==> src/rtl/acc_cpu_param.sv <==
// Parametrised five-phase accumulator CPU with unified memory, load port, carry/zero flags and JMP/HLT.
// Build option: define ACC_CPU_ISZ_EN to turn opcode 011 from DBL into ISZ (increment, skip on zero).
module acc_cpu_param #(
  parameter int    DATA_W    = 8,
  parameter int    ADDR_W    = 4,
  parameter int    RESET_PC  = 0,
  parameter string INIT_FILE = ""
) (
  input  logic              clk,
  input  logic              rst,
  input  logic              ld_en,
  input  logic [ADDR_W-1:0] ld_addr,
  input  logic [DATA_W-1:0] ld_data,
  output logic [DATA_W-1:0] ac,
  output logic [ADDR_W-1:0] pc,
  output logic              carry,
  output logic              zero,
  output logic              halted,
  output logic              instr_done
);

  // Instruction word: {I, opcode[2:0], address[ADDR_W-1:0]}; DATA_W must be at least ADDR_W+4.
  localparam int IW    = ADDR_W + 4;
  localparam int DEPTH = 1 << ADDR_W;

  localparam logic [ADDR_W-1:0] PC_RST = ADDR_W'(RESET_PC);
  localparam logic [ADDR_W-1:0] ONE_A  = ADDR_W'(1);
  localparam logic [DATA_W-1:0] ONE_D  = DATA_W'(1);

  localparam logic [2:0] OP_ADD = 3'b000;
  localparam logic [2:0] OP_SUB = 3'b001;
  localparam logic [2:0] OP_XOR = 3'b010;
  localparam logic [2:0] OP_DBL = 3'b011;
  localparam logic [2:0] OP_LDA = 3'b100;
  localparam logic [2:0] OP_STA = 3'b101;
  localparam logic [2:0] OP_CMM = 3'b110;
  localparam logic [2:0] OP_JMP = 3'b111;

  typedef enum logic [2:0] {
    S_T0   = 3'd0,
    S_T1   = 3'd1,
    S_T2   = 3'd2,
    S_T3   = 3'd3,
    S_T4   = 3'd4,
    S_HALT = 3'd5
  } state_t;

  state_t            state;
  logic [ADDR_W-1:0] ar;
  logic [IW-1:0]     ir;
  logic [DATA_W-1:0] mem [DEPTH];

  logic [DATA_W-1:0] mem_rd;
  logic [DATA_W:0]   add_sum;
  logic [DATA_W-1:0] sub_dif;
  logic [DATA_W-1:0] xor_res;
  logic [DATA_W-1:0] inc_res;
  logic              ir_ind;
  logic [2:0]        ir_op;
  logic [ADDR_W-1:0] ir_addr;

  // Asynchronous read: a word written in T4 is visible to the very next fetch.
  assign mem_rd  = mem[ar];
  assign add_sum = {1'b0, ac} + {1'b0, mem_rd};
  assign sub_dif = ac - mem_rd;
  assign xor_res = ac ^ mem_rd;
  assign inc_res = mem_rd + ONE_D;

  assign ir_ind  = ir[IW-1];
  assign ir_op   = ir[IW-2:ADDR_W];
  assign ir_addr = ir[ADDR_W-1:0];

  always_ff @(posedge clk) begin
    if (rst) begin
      ac         <= '0;
      pc         <= PC_RST;
      carry      <= 1'b0;
      zero       <= 1'b1;
      halted     <= 1'b0;
      instr_done <= 1'b0;
      state      <= S_T0;
      ar         <= '0;
      ir         <= '0;
      if (ld_en) mem[ld_addr] <= ld_data;
    end else begin
      instr_done <= 1'b0;
      case (state)
        S_T0: begin
          ar    <= pc;
          state <= S_T1;
        end
        S_T1: begin
          ir    <= mem_rd[IW-1:0];
          pc    <= pc + ONE_A;
          state <= S_T2;
        end
        S_T2: begin
          ar    <= ir_addr;
          state <= S_T3;
        end
        S_T3: begin
          // Opcode 111 with I set is HLT; with I clear it is a direct JMP.
          if (ir_ind && ir_op == OP_JMP) begin
            halted <= 1'b1;
            state  <= S_HALT;
          end else begin
            if (ir_ind) ar <= mem_rd[ADDR_W-1:0];
            state <= S_T4;
          end
        end
        S_T4: begin
          instr_done <= 1'b1;
          state      <= S_T0;
          case (ir_op)
            OP_ADD: begin
              carry <= add_sum[DATA_W];
              ac    <= add_sum[DATA_W-1:0];
              zero  <= (add_sum[DATA_W-1:0] == '0);
            end
            OP_SUB: begin
              carry <= (ac >= mem_rd);
              ac    <= sub_dif;
              zero  <= (sub_dif == '0);
            end
            OP_XOR: begin
              ac   <= xor_res;
              zero <= (xor_res == '0);
            end
            OP_DBL: begin
`ifdef ACC_CPU_ISZ_EN
              mem[ar] <= inc_res;
              if (inc_res == '0) pc <= pc + ONE_A;
`else
              mem[ar] <= mem_rd + mem_rd;
`endif
            end
            OP_LDA: begin
              ac   <= mem_rd;
              zero <= (mem_rd == '0);
            end
            OP_STA: mem[ar] <= ac;
            OP_CMM: mem[ar] <= ~mem_rd;
            OP_JMP: pc <= ar;
            default: ;
          endcase
        end
        S_HALT: state <= S_HALT;
        default: state <= S_T0;
      endcase
    end
  end

`ifndef ACC_CPU_ISZ_EN
  logic unused_inc;
  assign unused_inc = ^inc_res;
`endif

endmodule

==> config.mk <==
export PLATFORM = sky130hd
export DESIGN_NAME = acc_cpu_param
export DESIGN_NICKNAME = d
export VERILOG_FILES = /design/src/rtl/acc_cpu_param.sv
export SDC_FILE = /design/constraint.sdc
export NUM_CORES = 1
export LEC_CHECK = 0
export CAP_MARGIN = 30
export CORE_ASPECT_RATIO = 1.4
export CORE_UTILIZATION = 35
export CTS_CLUSTER_SIZE = 40
export DETAILED_ROUTE_END_ITERATION = 10
export SYNTH_ARGS = -nofsm -noshare
export SYNTH_HDL_FRONTEND = slang
export SYNTH_SLANG_ARGS = --single-unit
==> constraint.sdc <==
create_clock -name clk -period 5.3 [get_ports clk]
set_input_delay 0.795 -clock clk [delete_from_list [all_inputs] [get_ports clk]]
set_output_delay 0.795 -clock clk [all_outputs]
set_load 0.03 [all_outputs]
==> results.cfg <==
[synth]
synth_area_um2 = 7731
synth_edf_count = 128
yosys_warnings = 0
synth_cell_type_count = 68
synth_cells = 589
synth_fp_nets = 625
ys_ff_latch = 163
ys_seq_area_share_pct = 58.78
postSynthAreaPerCell_um2 = 13.13
synth-main-ff-cell = edfxtp_1
async_flop_share_pct = 0

[setup_path]
rr_worst_depth = 12
critPathLaunchType = flip-flop
crit_type = flip-flop to flip-flop
r2r_setup_slack_ns = 1.10
cp_max_fo = 22
crit_slowest_cell = dfxtp_2
cp_top_family = simple AND/OR/NAND/NOR gates
crit_chain = buf_4 -> mux4_2 -> a22oi_1 -> nand2_2 -> inv_1 -> ha_1 -> and3_1 -> a221oi_2 -> xnor2_1 -> or4_1 -> or3_1 -> a31oi_1
crit_arrival_ns = 4.54
crit_buf_inv = 2
r2r-end = zero$_SDFFE_PP1P_
cp_data_required_time_ns = 5.64
end_kind = flip-flop
slowest_delay_ns = 0.82

[timing]
fmax_mhz = 238.4
fin_skew_ns = 0.01012
tns_ns = 0
setup_slack_ns = 1.105
fin_hold_ws_ns = 0.4825
tightest_slew_ns = 0.9472
setup_violations = 0
rsz0062_at_grt = no
slew_viol_final = 0
relSlewSlack_pct = 36.43
hold_violations = 0
period_minus_slack_ns = 4.195
post-route-period-util_pct = 79.15

[clocking]
cts_tree = done
cts_sinks = 163
ctsHtreeMaxLevel = 4
cts_buffer_depth = 2
path_clk_slew_ns = 0.07
cts-root-buf = clkbuf_16
cts-hold-fix-buffers = 0
cts-resized-gates = 0
numCtsBuffers = 17
cts_post_setup_buffers_inserted = 0
clk_latency_ns = 0.42

[detailed_routing]
vias = 4945
finalWirelength_um = 18720
drt-wirelength-per-cell_um = 20.22
post-route-drc-count = 0
drtAntennaViolNets = 0
first_pass_iters = 5
drt_iter0_markers = 371
vias_per_cell = 5.340

[global_routing]
grt_max_degree = 38
track_usage_pct = 17.55
grt_pass1_wl_um = 29350
grt_overflow = 0
grt_pass1_vias = 5111
antenna_found_initial = 0

[flow_run]
max_cap_violations = 0

[outcome]
status = complete, no violations

[floorplan]
io_pins = 31
die_w_um = 127.6
core-area_um2 = 21780
rows = 64
start_util_pct = 35.50
die_area_um2 = 22700
fp.dieH_um = 177.9

[pwr]
powerDensity_nw_per_um2 = 345.4
p_leak_nw = 2.970
ir_drop_uv = 203.4

[placement]
portBuffers = 30
dpl.hpwl_um = 13700
place_ws_ns = 1.068
dp_cells = 890
gp_congestion = 0.9687

[worst_hold_path]
min-delay-start = halted$_SDFFE_PP0P_
min_path_type = flip-flop to flip-flop
whs_path_depth = 2
hold_end = halted$_SDFFE_PP0P_

[finish]
insertedDiodeCount = 0
fin_util_pct = 41.07
finalNonFillerCells = 926
nNetsFinal = 652
drive_above_1_share_pct = 15.10
area_growth_pct = 15.70
==> worst reg2reg max path, cell delays in order (launching register included) <==
cell      delay, ns
dfxtp_2        0.82
buf_4          0.37
mux4_2         0.52
a22oi_1        0.23
nand2_2        0.15
inv_1          0.08
ha_1           0.31
and3_1         0.21
a221oi_2       0.31
xnor2_1        0.12
or4_1          0.51
or3_1          0.32
a31oi_1        0.17
==> metal layers <==
metal,track usage (%),vias to the layer above,wire [µm]
met3,2.653,44,557
met1,18.33,2451,7039
met4,9.069,0,727
met5,0,-,0
met2,33.61,139,10400
li1,-,2311,-
==> cells in the final DEF (no fill, tap or decap), types with 11 or more instances in the layout <==
cell and n:
mux4_2 30, a22oi_1 12, nand2_1 36, o21ai_1 18
a21oi_1 28, nor3_1 13, clkdlybuf4s50_1 30, nor2_1 61
inv_1 17, ha_1 19, edfxtp_1 128, dfxtp_1 34
buf_4 11, clkbuf_16 17, mux2i_1 13
==> metrics by stage <==
step | total power (W) | instance area (µm²)
2_1_floorplan | 0.001755 | 7731
3_3_place_gp | 0.001872 | 8309
3_5_place_dp | 0.001877 | 8314
4_1_cts | 0.003111 | 8915
5_1_grt | 0.003201 | 8945
6_report | 0.003089 | 8945
==> state kept, by name (all words and copies together) (netlist names), named ones only <==
name	flops
ac	8
ar	4
carry	1
halted	1
instr_done	1
ir	8
mem	128
pc	4
state	3
zero	1
==> synthesized netlist by cell type, types with 12 or more instances <==
cell	instances	share of area, %
o21ai_1	18	1.2
clkbuf_1	23	1.1
inv_1	17	0.83
edfxtp_1	128	50
dfxtp_1	35	9.1
mux4_2	30	8.7
a22oi_1	12	1.2
ha_1	19	3.1
nor3_1	13	0.84
nand2_1	36	1.7
a21oi_1	28	1.8
nor2_1	61	3.0
mux2i_1	13	1.7
==> worst max path at each step <==
stage	from	end	slack, ns	cells past startpoint
detailed placement	flip-flop	zero$_SDFFE_PP1P_	1.07	12
CTS	flip-flop	zero$_SDFFE_PP1P_	1.03	12
global placement	flip-flop	zero$_SDFFE_PP1P_	1.13	12
floorplan	flip-flop	zero$_SDFFE_PP1P_	1.65	14
global route	flip-flop	zero$_SDFFE_PP1P_	0.73	12
finish	flip-flop	zero$_SDFFE_PP1P_	1.10	12
==> cell families after synthesis <==
logic type / count (synthesis) / synth area share [%]
compound gates: 124 / 11.09
xor+xnor: 14 / 1.586
fa+ha+maj: 21 / 3.593
buf+inv: 54 / 2.881
flops: 163 / 58.78
mux: 52 / 12.12
simple gates: 161 / 9.953
==> power by group <==
group          switching [W]  internal (W)
Clock               0.000529      0.000708
Combinational       0.000238      0.000171
Sequential         0.0000415       0.00140
==> cell type report <==
| type | instances | area [µm²] |
|---|---|---|
| clock buffer | 17 | 425.4 |
| clock inverter | 15 | 175.2 |
| fill | 2044 | 12840 |
| inverter | 20 | 75.07 |
| multi-input combinational | 372 | 2964 |
| sequential | 163 | 4546 |
| tap | 297 | 371.6 |
| timing repair buffer | 42 | 387.9 |
No activity file was read; power rests on OpenSTA's default activity.
